<file path="src/rtl/chess_pkg.sv">
// Shared chess encodings for the systolic move generator cells.
// Holds piece codes, direction indices, move flag bits and width helpers.
package chess_pkg;

    // Piece type codes; colour travels separately as the MSB of cpiece.
    localparam logic [2:0] EMPTY   = 3'd0;
    localparam logic [2:0] PAWN    = 3'd1;
    localparam logic [2:0] KNIGHT  = 3'd2;
    localparam logic [2:0] BISHOP  = 3'd3;
    localparam logic [2:0] ROOK    = 3'd4;
    localparam logic [2:0] QUEEN   = 3'd5;
    localparam logic [2:0] KING    = 3'd6;
    localparam logic [2:0] NOTUSED = 3'd7;

    localparam logic WHITE = 1'b0;
    localparam logic BLACK = 1'b1;

    // Sliding directions 0..7, knight jumps 8..15.
    localparam int DIR_U   = 0;
    localparam int DIR_UR  = 1;
    localparam int DIR_R   = 2;
    localparam int DIR_DR  = 3;
    localparam int DIR_D   = 4;
    localparam int DIR_DL  = 5;
    localparam int DIR_L   = 6;
    localparam int DIR_UL  = 7;
    localparam int DIR_KN0 = 8;
    localparam int NDIR    = 16;

    // Move flag bit positions.
    localparam int F_INVALID = 6;
    localparam int F_PROMOTE = 5;
    localparam int F_PAWN    = 4;
    localparam int F_PAWN2   = 3;
    localparam int F_EP      = 2;
    localparam int F_CASTLE  = 1;
    localparam int F_CAPTURE = 0;
    localparam int FLAG_W    = 7;

    typedef enum logic [2:0] {
        S_IDLE,
        S_SEED,
        S_PROP,
        S_DRAIN,
        S_DONE
    } state_t;

    function automatic int ray_w(input int cw, input int pw);
        return 2 * cw + pw;
    endfunction

    function automatic int move_w(input int cw);
        return FLAG_W + 4 * cw;
    endfunction

    // LSB of slot d in a packed bus of w-bit words.
    function automatic int slot_lsb(input int d, input int w);
        return d * w;
    endfunction

endpackage

</file>
<file path="src/rtl/square_cell_gen2_if.sv">
// Valid/ready move port of a board cell.
// Ports: mv_data (move word), mv_valid (head present), mv_ready (pop).
interface square_cell_gen2_if #(
    parameter int MOVE_W = 19
);
    logic [MOVE_W-1:0] mv_data;
    logic              mv_valid;
    logic              mv_ready;

    modport master (
        output mv_data,
        output mv_valid,
        input  mv_ready
    );

    modport slave (
        input  mv_data,
        input  mv_valid,
        output mv_ready
    );
endinterface

</file>
<file path="src/rtl/move_fifo.sv">
// Synchronous first-word-fall-through FIFO for generated moves.
// Ports: push/din write, pop/dout read head, full/empty status, reset/flush.
module move_fifo #(
    parameter int WIDTH = 19,
    parameter int DEPTH = 16
) (
    input  logic             clk,
    input  logic             reset,
    input  logic             flush,
    input  logic             push,
    input  logic [WIDTH-1:0] din,
    input  logic             pop,
    output logic [WIDTH-1:0] dout,
    output logic             full,
    output logic             empty
);
    localparam int AW = $clog2(DEPTH);

    logic [WIDTH-1:0] r_mem [DEPTH];
    logic [AW-1:0]    r_wp;
    logic [AW-1:0]    r_rp;
    logic [AW:0]      r_cnt;
    logic             w_push;
    logic             w_pop;

    assign w_pop  = pop && !empty;
    // A full FIFO still accepts a push when the head leaves this cycle.
    assign w_push = push && (!full || w_pop);

    always_ff @(posedge clk) begin
        if (reset || flush) begin
            r_wp  <= '0;
            r_rp  <= '0;
            r_cnt <= '0;
        end else begin
            if (w_push)
                r_wp <= r_wp + AW'(1);
            if (w_pop)
                r_rp <= r_rp + AW'(1);
            r_cnt <= r_cnt + (AW+1)'(w_push) - (AW+1)'(w_pop);
        end
    end

    always_ff @(posedge clk) begin
        if (w_push)
            r_mem[r_wp] <= din;
    end

    assign dout  = r_mem[r_rp];
    assign full  = (r_cnt == (AW+1)'(DEPTH));
    assign empty = (r_cnt == '0);
endmodule

</file>
<file path="src/rtl/square_cell_gen2.sv">
// Board-square cell: seeds its piece, accepts neighbour rays, queues moves.
// Ports: clk/reset/start, xpos/ypos/cpiece, ray_in/out, hold_in/out, mv, done, overflow.
module square_cell_gen2
    import chess_pkg::*;
#(
    parameter int  COORD_W      = 3,
    parameter int  PIECE_W      = 3,
    parameter int  FIFO_DEPTH   = 16,
    parameter int  QUIET_CYCLES = 2,
    localparam int RAY_W        = ray_w(COORD_W, PIECE_W),
    localparam int MOVE_W       = move_w(COORD_W)
) (
    input  logic                  clk,
    input  logic                  reset,
    input  logic                  start,
    input  logic [COORD_W-1:0]    xpos,
    input  logic [COORD_W-1:0]    ypos,
    input  logic [PIECE_W:0]      cpiece,
    input  logic [NDIR*RAY_W-1:0] ray_in,
    output logic [NDIR*RAY_W-1:0] ray_out,
    input  logic [7:0]            hold_in,
    output logic [7:0]            hold_out,
    square_cell_gen2_if.master    mv,
    output logic                  done,
    output logic                  overflow
);
    localparam int QW = $clog2(QUIET_CYCLES + 1);

    state_t               r_state;
    state_t               w_next;
    logic [QW-1:0]        r_quiet;
    logic [NDIR-1:0]      r_pend_v;
    logic [MOVE_W-1:0]    r_pend [NDIR];

    logic [PIECE_W-1:0]   w_type;
    logic                 w_empty_sq;
    logic                 w_black;
    logic                 w_ok;
    logic                 w_proc;
    logic                 w_idle;
    logic [RAY_W-1:0]     w_void;
    logic [COORD_W-1:0]   w_rx [NDIR];
    logic [COORD_W-1:0]   w_ry [NDIR];
    logic [PIECE_W-1:0]   w_rp [NDIR];
    logic [NDIR-1:0]      w_live;
    logic [NDIR-1:0]      w_gen;
    logic [NDIR-1:0]      w_fwd;
    logic [FLAG_W-1:0]    w_flags [NDIR];
    logic [MOVE_W-1:0]    w_move [NDIR];
    logic [NDIR-1:0]      w_seed;
    logic [NDIR*RAY_W-1:0] w_ray_nx;
    logic [7:0]           w_hold_nx;
    logic [3:0]           w_sel;
    logic                 w_has;
    logic                 w_push;
    logic                 w_pop;
    logic                 w_full;
    logic                 w_fifo_empty;
    logic [MOVE_W-1:0]    w_fifo_dout;
    logic [NDIR-1:0]      w_freed;
    logic [NDIR-1:0]      w_accept;
    logic [NDIR-1:0]      w_drop;

    assign w_type     = cpiece[PIECE_W-1:0];
    assign w_empty_sq = (w_type == PIECE_W'(EMPTY));
    assign w_black    = (cpiece[PIECE_W] == BLACK) && !w_empty_sq;
    assign w_ok       = w_empty_sq || w_black;
    assign w_void     = {xpos, ypos, PIECE_W'(EMPTY)};
    assign w_proc     = (r_state == S_PROP) || (r_state == S_DRAIN)
                     || (r_state == S_DONE);

    always_comb begin
        for (int d = 0; d < NDIR; d++) begin
            {w_rx[d], w_ry[d], w_rp[d]} = ray_in[slot_lsb(d, RAY_W) +: RAY_W];
            w_live[d] = (w_rp[d] != PIECE_W'(EMPTY));
        end
    end

    // Acceptance and forwarding rules per incoming direction.
    always_comb begin
        w_gen = '0;
        w_fwd = '0;
        for (int d = 0; d < NDIR; d++) begin
            w_flags[d] = '0;
            if (w_live[d]) begin
                if (d >= DIR_KN0) begin
                    w_gen[d] = w_ok;
                    w_flags[d][F_CAPTURE] = w_black;
                end else if (w_rp[d] == PIECE_W'(PAWN)) begin
                    if (d == DIR_U) begin
                        w_gen[d] = w_empty_sq;
                        w_flags[d][F_PAWN]    = 1'b1;
                        w_flags[d][F_PAWN2]   = (ypos == COORD_W'(3))
                                             && (w_ry[d] == COORD_W'(1));
                        w_flags[d][F_PROMOTE] = &ypos;
                        // Double step continues through rank 2 only.
                        w_fwd[d] = w_empty_sq && (ypos == COORD_W'(2))
                                && (w_ry[d] == COORD_W'(1));
                    end else if (d == DIR_UR || d == DIR_UL) begin
                        w_gen[d] = w_black;
                        w_flags[d][F_PAWN]    = 1'b1;
                        w_flags[d][F_CAPTURE] = 1'b1;
                        w_flags[d][F_PROMOTE] = &ypos;
                    end
                end else begin
                    w_gen[d] = w_ok;
                    w_flags[d][F_CAPTURE] = w_black;
                    w_fwd[d] = w_empty_sq && (
                        (w_rp[d] == PIECE_W'(QUEEN)) ||
                        (w_rp[d] == PIECE_W'(BISHOP) && d[0]) ||
                        (w_rp[d] == PIECE_W'(ROOK) && !d[0]));
                end
            end
            w_move[d] = {w_flags[d], w_rx[d], w_ry[d], xpos, ypos};
        end
    end

    always_comb begin
        w_seed = '0;
        if (cpiece[PIECE_W] == WHITE) begin
            unique case (1'b1)
                w_type == PIECE_W'(PAWN):   w_seed = 16'h0083;
                w_type == PIECE_W'(KNIGHT): w_seed = 16'hFF00;
                w_type == PIECE_W'(BISHOP): w_seed = 16'h00AA;
                w_type == PIECE_W'(ROOK):   w_seed = 16'h0055;
                w_type == PIECE_W'(QUEEN),
                w_type == PIECE_W'(KING):   w_seed = 16'h00FF;
                default:                    w_seed = '0;
            endcase
        end
    end

    always_comb begin
        w_ray_nx = {NDIR{w_void}};
        if (!start) begin
            for (int d = 0; d < NDIR; d++) begin
                if (r_state == S_SEED && w_seed[d])
                    w_ray_nx[slot_lsb(d, RAY_W) +: RAY_W] = {xpos, ypos, w_type};
                else if (w_proc && w_fwd[d])
                    w_ray_nx[slot_lsb(d, RAY_W) +: RAY_W] =
                        ray_in[slot_lsb(d, RAY_W) +: RAY_W];
            end
        end
        for (int d = 0; d < 8; d++)
            w_hold_nx[d] = (w_ray_nx[slot_lsb(d, RAY_W) +: PIECE_W]
                            != PIECE_W'(EMPTY));
    end

    always_ff @(posedge clk) begin
        if (reset) begin
            ray_out  <= {NDIR{w_void}};
            hold_out <= '0;
        end else begin
            ray_out  <= w_ray_nx;
            hold_out <= w_hold_nx;
        end
    end

    // Lowest-index pending slot goes to the FIFO first.
    always_comb begin
        w_sel = '0;
        w_has = 1'b0;
        for (int d = NDIR - 1; d >= 0; d--) begin
            if (r_pend_v[d]) begin
                w_sel = 4'(d);
                w_has = 1'b1;
            end
        end
    end

    assign w_pop    = mv.mv_valid && mv.mv_ready;
    assign w_push   = w_has && (!w_full || w_pop);
    assign w_freed  = w_push ? (NDIR'(1) << w_sel) : '0;
    // A slot being pushed this cycle is free to take a new move.
    assign w_drop   = w_gen & {NDIR{w_proc}} & r_pend_v & ~w_freed;
    assign w_accept = w_gen & {NDIR{w_proc}} & ~w_drop;

    always_ff @(posedge clk) begin
        if (reset || start) begin
            r_pend_v <= '0;
        end else begin
            for (int d = 0; d < NDIR; d++) begin
                if (w_accept[d]) begin
                    r_pend_v[d] <= 1'b1;
                    r_pend[d]   <= w_move[d];
                end else if (w_freed[d]) begin
                    r_pend_v[d] <= 1'b0;
                end
            end
        end
    end

    always_ff @(posedge clk) begin
        if (reset || start)
            overflow <= 1'b0;
        else if (|w_drop)
            overflow <= 1'b1;
    end

    move_fifo #(
        .WIDTH (MOVE_W),
        .DEPTH (FIFO_DEPTH)
    ) u_fifo (
        .clk   (clk),
        .reset (reset),
        .flush (start),
        .push  (w_push),
        .din   (r_pend[w_sel]),
        .pop   (w_pop),
        .dout  (w_fifo_dout),
        .full  (w_full),
        .empty (w_fifo_empty)
    );

    assign mv.mv_data  = w_fifo_dout;
    assign mv.mv_valid = !w_fifo_empty;

    assign w_idle = !(|w_live) && (hold_in == '0) && (r_pend_v == '0);

    always_comb begin
        w_next = r_state;
        unique case (r_state)
            S_IDLE:  w_next = S_IDLE;
            S_SEED:  w_next = S_PROP;
            S_PROP:
                if (w_idle && r_quiet == QW'(QUIET_CYCLES - 1))
                    w_next = S_DRAIN;
            S_DRAIN:
                if (|w_live)
                    w_next = S_PROP;
                else if (w_fifo_empty)
                    w_next = S_DONE;
            S_DONE:
                if (|w_live)
                    w_next = S_PROP;
            default: w_next = S_IDLE;
        endcase
        if (start)
            w_next = S_SEED;
    end

    always_ff @(posedge clk) begin
        if (reset) begin
            r_state <= S_IDLE;
            r_quiet <= '0;
        end else begin
            r_state <= w_next;
            r_quiet <= (r_state == S_PROP && w_idle && w_next == S_PROP)
                     ? r_quiet + QW'(1) : '0;
        end
    end

    assign done = (r_state == S_DONE);
endmodule
</file>
<file path="src/flat_wrapper.sv">
// flat-port wrapper written by rule: the top's interface ports become plain ports
module square_cell_gen2_flat import chess_pkg::*;
#(
    parameter int  COORD_W      = 3,
    parameter int  PIECE_W      = 3,
    parameter int  FIFO_DEPTH   = 16,
    parameter int  QUIET_CYCLES = 2,
    localparam int RAY_W        = ray_w(COORD_W, PIECE_W),
    localparam int MOVE_W       = move_w(COORD_W)
)
  (clk, reset, start, xpos, ypos, cpiece, ray_in, ray_out, hold_in, hold_out, done, overflow, mv_mv_data, mv_mv_valid, mv_mv_ready);
  square_cell_gen2_if mv_i ();
  input  logic clk;
  input  logic reset;
  input  logic start;
  input  logic [COORD_W-1:0] xpos;
  input  logic [COORD_W-1:0] ypos;
  input  logic [PIECE_W:0] cpiece;
  input  logic [NDIR*RAY_W-1:0] ray_in;
  output logic [NDIR*RAY_W-1:0] ray_out;
  input  logic [7:0] hold_in;
  output logic [7:0] hold_out;
  output logic done;
  output logic overflow;
  output wire logic [$bits(mv_i.mv_data)-1:0] mv_mv_data;
  output wire logic [$bits(mv_i.mv_valid)-1:0] mv_mv_valid;
  input wire logic [$bits(mv_i.mv_ready)-1:0] mv_mv_ready;
  assign mv_mv_data = mv_i.mv_data;
  assign mv_mv_valid = mv_i.mv_valid;
  assign mv_i.mv_ready = mv_mv_ready;
  square_cell_gen2 #(.COORD_W(COORD_W), .PIECE_W(PIECE_W), .FIFO_DEPTH(FIFO_DEPTH), .QUIET_CYCLES(QUIET_CYCLES)) u_core (.clk(clk), .reset(reset), .start(start), .xpos(xpos), .ypos(ypos), .cpiece(cpiece), .ray_in(ray_in), .ray_out(ray_out), .hold_in(hold_in), .hold_out(hold_out), .mv(mv_i), .done(done), .overflow(overflow));
endmodule
</file>
<file path="config.mk">
export PLATFORM = sky130hd
export DESIGN_NAME = square_cell_gen2_flat
export DESIGN_NICKNAME = d
export VERILOG_FILES = /design/src/rtl/chess_pkg.sv /design/src/rtl/square_cell_gen2_if.sv /design/src/rtl/move_fifo.sv /design/src/rtl/square_cell_gen2.sv /design/src/flat_wrapper.sv
export SDC_FILE = /design/constraint.sdc
export NUM_CORES = 1
export LEC_CHECK = 0
export CORE_UTILIZATION = 55
export DETAILED_ROUTE_END_ITERATION = 16
export PLACE_DENSITY = 0.8
export SLEW_MARGIN = 20
export SYNTH_ARGS = -nofsm -noshare
export SYNTH_HDL_FRONTEND = slang
export SYNTH_SLANG_ARGS = --single-unit
export TNS_END_PERCENT = 10
</file>
<file path="constraint.sdc">
create_clock -name clk -period 6.92 [get_ports clk]
set_input_delay 1.384 -clock clk [delete_from_list [all_inputs] [get_ports clk]]
set_output_delay 1.384 -clock clk [all_outputs]
set_load 0.01 [all_outputs]
</file>
# Yosys cells after proc, flatten, opt, wreduce, memory -nomap -nowiden
# Memories as Yosys holds them, arrays and structs flattened. A register that Yosys moved wholly into a read port is not among the register bits.
# Cells that the tools add are included.
[op_classes]
add_sub_neg = 5
n_eq_ne = 40
n_shift = 1
muxes = 221
bitwise = 7
reduce_logical = 113
[ops]
columns = ["cell", "count"]
rows = [
  ["$mux 1", 162],
  ["$mux 72", 2],
  ["$mux 9", 16],
  ["$pmux 16 s5", 1],
  ["$mux 4", 18],
  ["$reduce_bool 3->1", 24],
  ["$and 16x16->16", 4],
  ["$eq 3x3->1 const B", 16],
  ["$logic_and 1x1->1", 45],
  ["$mux 3", 15],
  ["$eq 3x1->1 const B", 11],
  ["$eq 3x2->1 const B", 11],
  ["$mux 16", 2],
  ["$not 16->16", 2],
  ["$reduce_bool 2->1", 16],
  ["$reduce_or 16->1", 2],
  ["$logic_not 16->1", 1],
  ["$shl 1x4->16 const A", 1],
  ["$logic_or 1x1->1", 14],
  ["$pmux 3 s4", 1],
  ["$add 4x1->4 const B", 2],
  ["$logic_not 8->1", 1],
  ["$mux 2", 4],
  ["$reduce_or 2->1", 3],
  ["other kinds (10)", 13],
]
[totals]
register_bits = 187
mem_bits_rw = 560
output_inout_bits = 174
wordCells = 415
mem_count = 2
[mem_list]
columns = ["name", "words", "word_bits", "rd", "rd_ports_with_merged_regs", "wr", "line_no", "rtl"]
rows = [
  ["u_core.u_fifo.r_mem", 16, 19, 1, 1, 1, "move_fifo.sv:19", "logic [WIDTH-1:0] r_mem [DEPTH];"],
  ["u_core.r_pend", 16, 16, 1, 0, 16, "square_cell_gen2.sv:33", "logic [MOVE_W-1:0] r_pend [NDIR];"],
]

# Longest topological paths before layout
[depth]
ltp_word = 25
mapped_depth = 15
ltp_nobuf = 14

# By module
# From an unflattened synthesis, not the netlist that was laid out.
[hier_totals]
hier_cells = 1653
area_unflattened_um2 = 25928.6
[modules_own_cells]
columns = ["mod", "n_inst", "cells_per_inst", "area_each_um2", "seq_area_each_um2"]
rows = [
  ["square_cell_gen2", 1, 1071, 13613.1, 8678.3],
  ["move_fifo", 1, 582, 12315.6, 9469.1],
]

# Worst setup path after synthesis
# No wires, ideal clock.
[synth_timing]
path_kind = "input -> register"
start = "input port cpiece[1]"
end = "memory u_core.r_pend[1][0] (netlist bit), enable pin"
setup_time_ns = 0.409
t_arrival_ns = 3.796
setup_slack_ns = 2.715
stages = 7
path_buffers = 2
cell_sequence = "clkbuf_1 > nor3_1 > nor2_1 > nor2_1 > clkbuf_1 > nand2_1 > nor3b_1"
[synth_rtl]
columns = ["element", "line_no", "rtl"]
rows = [
  ["start: declaration", "flat_wrapper.sv:18", "input logic [PIECE_W:0] cpiece;"],
  ["end: declaration", "square_cell_gen2.sv:33", ""],
]

==> qor.yml <==
setup_ws_ns: 1.867
antennaDiodeCount: 0
ys_ff_latch: 599
cts_resized: 0
finalHoldViolCount: 0
yosys.area_share.simple: 0.09470
clkPwrFrac: 0.400
synthMuxAreaShare: 0.1095
grt_pass1_wl_um: 94680
hpwl_um: 41430
synthCells: 1641
io_pins: 340
rows: 76
yosys.area.top_type: "edfxtp_1"
critPathRequiredTime_ns: 5.54
fmax_ghz: 0.1979
drv_cap: 0
grt_use_met1: 0.3580
drtIter0Drc: 1472
worst-path-max-fanout: 50
place_area_um2: 27730
grtUsageTotal: 0.2896
grt_overflow: 0
vias: 15238
synth_seq_area_share: 0.6917
cts.sinks: 599
drv_slew: 0
area_growth_pct: 23.45
synth_edf_count: 471
synth_xor_xnor_area_share: 0.005439
use_met3: 0.06794
cp-start-kind: "flip-flop"
yosys.area_share.adder: 0.007045
switchingPower_uw: 1976
irDropWorstVdd_mv: 0.2146
die_area_um2: 44760
design_area_um2: 29820
pwr_density_cell_nw_per_um2: 279.5
finalSetupViolCount: 0
cp.arrival_ns: 3.67
cp_slowest_cell: "dfxtp_4"
path_class: "reg2out"
antenna_found_initial: 0
clk_pin_slew_worst_paths_ns: 0.07
cts_max_level: 2
endpoint_kind: "primary output"
p_int_uw: 6358
yosysMostFrequentCell: "edfxtp_1"
synth.avg_cell_area_um2: 14.72
numCtsBuffers: 58
cp_cell_sequence: "buf_4, mux4_2, mux4_2, clkdlybuf4s50_1"
syn_area_um2: 24150
swShare: 0.2371
async_flop_share: 0
p_leak_uw: 0.01010
outcome: "finished, final reports clean"
die_height_um: 211.6
core_area_um2: 43170
vias_per_cell: 5.959
dr.pass1.iters: 5
dp_slack_ns: 2.070
slowest_delay_ns: 1.01
synth.distinct_cells: 73
nNetsFinal: 2102
wirelength_um: 64240
cts_buffer_depth: 3
die_w_um: 211.6
io_buffers: 336
grt_pass1_vias: 15680
synth_top_family_by_area: "multiplexers"
cts_setup_buffers: 0
initial_core_util: 0.5595
gp_congestion: 0.8986
synth_compound_area_frac: 0.05356
met2_usage: 0.4960
pwr-share-seq: 0.488
layout-drive-gt1-share: 0.1445
worst_pin_slew_ns: 1.154
ys.flop_type: "edfxtp_1"
cpMostUsedCell: "mux4_2"
rsz0062_at_grt: "no"
ant_nets: 0
cts_tree: "done"
grt.busiest_layer: "met2"
pwr-share-comb: 0.112
fin_skew_ns: 0.03670
clk_latency_ns: 0.64
ys_top_cells_by_count: "edfxtp_1 (471), nand2_1 (231), dfxtp_1 (128), mux4_2 (80), nor2_1 (76)"
grt_max_degree: 84
slew_headroom: 0.2306
ys_warn_count: 0
layout_min_cycle_time_ns: 5.053
setup_tns_ns: 0
synth_area_leaders: "edfxtp_1 (59%), dfxtp_1 (11%), mux4_2 (7.5%)"
yosysTopAreaCellShare: 0.5856
wire_per_inst_um: 25.12
period_share: 0.7302
hp-class: "reg2reg"
cts_hold_buf: 0
root_buffer: "clkbuf_16"
drc: 0
path summary, 6_finish.rpt:
path                            slack, ns                                end                               from  cells past startpoint
worst max-delay path                 1.87                      mv_mv_data[7]                          flip-flop                      4
worst min-delay path                 0.42       u_core.r_quiet[0]$_SDFF_PP0_       u_core.r_quiet[0]$_SDFF_PP0_                      1
worst max register to register       3.12  u_core.u_fifo.r_cnt[4]$_SDFF_PP0_  u_core.u_fifo.r_cnt[2]$_SDFF_PP0_                     14
worst min register to register       0.42       u_core.r_quiet[0]$_SDFF_PP0_       u_core.r_quiet[0]$_SDFF_PP0_                      1
state kept, by name, summed over array words and instances (netlist names), named ones only:
signal and flops:
u_core.hold_out 8, u_core.overflow 1, u_core.r_pend 215, u_core.r_pend_v 16, u_core.r_quiet 2, u_core.r_state 3
u_core.ray_out 81, u_core.u_fifo.r_cnt 5, u_core.u_fifo.r_mem 256, u_core.u_fifo.r_rp 4, u_core.u_fifo.r_wp 4
final cells by class:
| type | count | area (um2) |
|---|---|---|
| clock buffers | 69 | 1620 |
| clock inverters | 40 | 436.7 |
| fillers | 2877 | 13350 |
| inverters | 23 | 86.33 |
| multi-input cells | 879 | 6670 |
| flip-flops and latches | 599 | 16710 |
| well taps | 585 | 732.0 |
| repair buffers | 362 | 3558 |
logic make-up (layout without fill, tap and decap cells):
| family | count (synthesis) | count (layout) |
|---|---|---|
| buffers and inverters | 167 | 494 |
| multiplexers | 155 | 155 |
| flip-flops | 599 | 599 |
| XOR/XNOR | 15 | 15 |
| adder cells (fa/ha/maj) | 13 | 13 |
| AO/OA/AOI/OAI | 210 | 210 |
| other | 1 | 5 |
| AND/OR/NAND/NOR | 481 | 481 |
power groups by stage:
stage | Combinational (uW) | Sequential [uW] | Clock (uW)
after floorplan | 541 | 4110 | 0
after CTS | 934 | 4070 | 3360
after global routing | 1000 | 4080 | 3480
after detailed placement | 926 | 4150 | 0
final | 937 | 4070 | 3330
after global placement | 901 | 4140 | 0
per-stage QoR:
stage	cells	hold slack (ns)	util	total power (uW)
global route	2557	0.4627	0.6907	8561
global placement	2448	0.4076	0.6421	5043
finish	2557	0.4245	0.6907	8334
floorplan	1645	0.3985	-	4651
CTS	2557	0.4238	0.6901	8363
detailed placement	2448	0.4140	0.6424	5072
layer usage:
| metal | share of wire | up-vias |
|---|---|---|
| li1 | - | 6695 |
| met1 | 0.38 | 7513 |
| met2 | 0.50 | 905 |
| met3 | 0.091 | 125 |
| met4 | 0.034 | 0 |
| met5 | 0 | - |
cell usage in the layout, fill, tap and decap left out, types with 4 or more instances in the layout:
cell type and instances:
edfxtp_1 471, clkdlybuf4s50_1 336, nand2_1 231, dfxtp_1 126, mux4_2 80, nor2_1 76, clkbuf_16 64, a21oi_1 55
a31oi_1 41, mux2_2 40, o21ai_1 39, mux2_1 34, and3_1 34, buf_4 26, o21ai_0 24, inv_1 22
nand3_1 20, and2_1 17, nor3_1 15, a311oi_1 13, nand4_1 13, ha_1 12, or3_1 11, xor2_1 10
clkinvlp_4 10, nor4_1 9, nor2b_1 9, nor3b_2 8, clkinv_1 8, clkinv_2 7, bufinv_16 6, and2_2 5
xnor2_1 5, conb_1 5, clkbuf_1 5, nor3b_1 4, or2_2 4
critical path, delay by kind of cell, from the launching register on:
family,cells,cell delay (ns)
flops,1,1.01
mux,2,1.04
buf+inv,2,0.95
No activity file was read; power rests on OpenSTA's default activity.
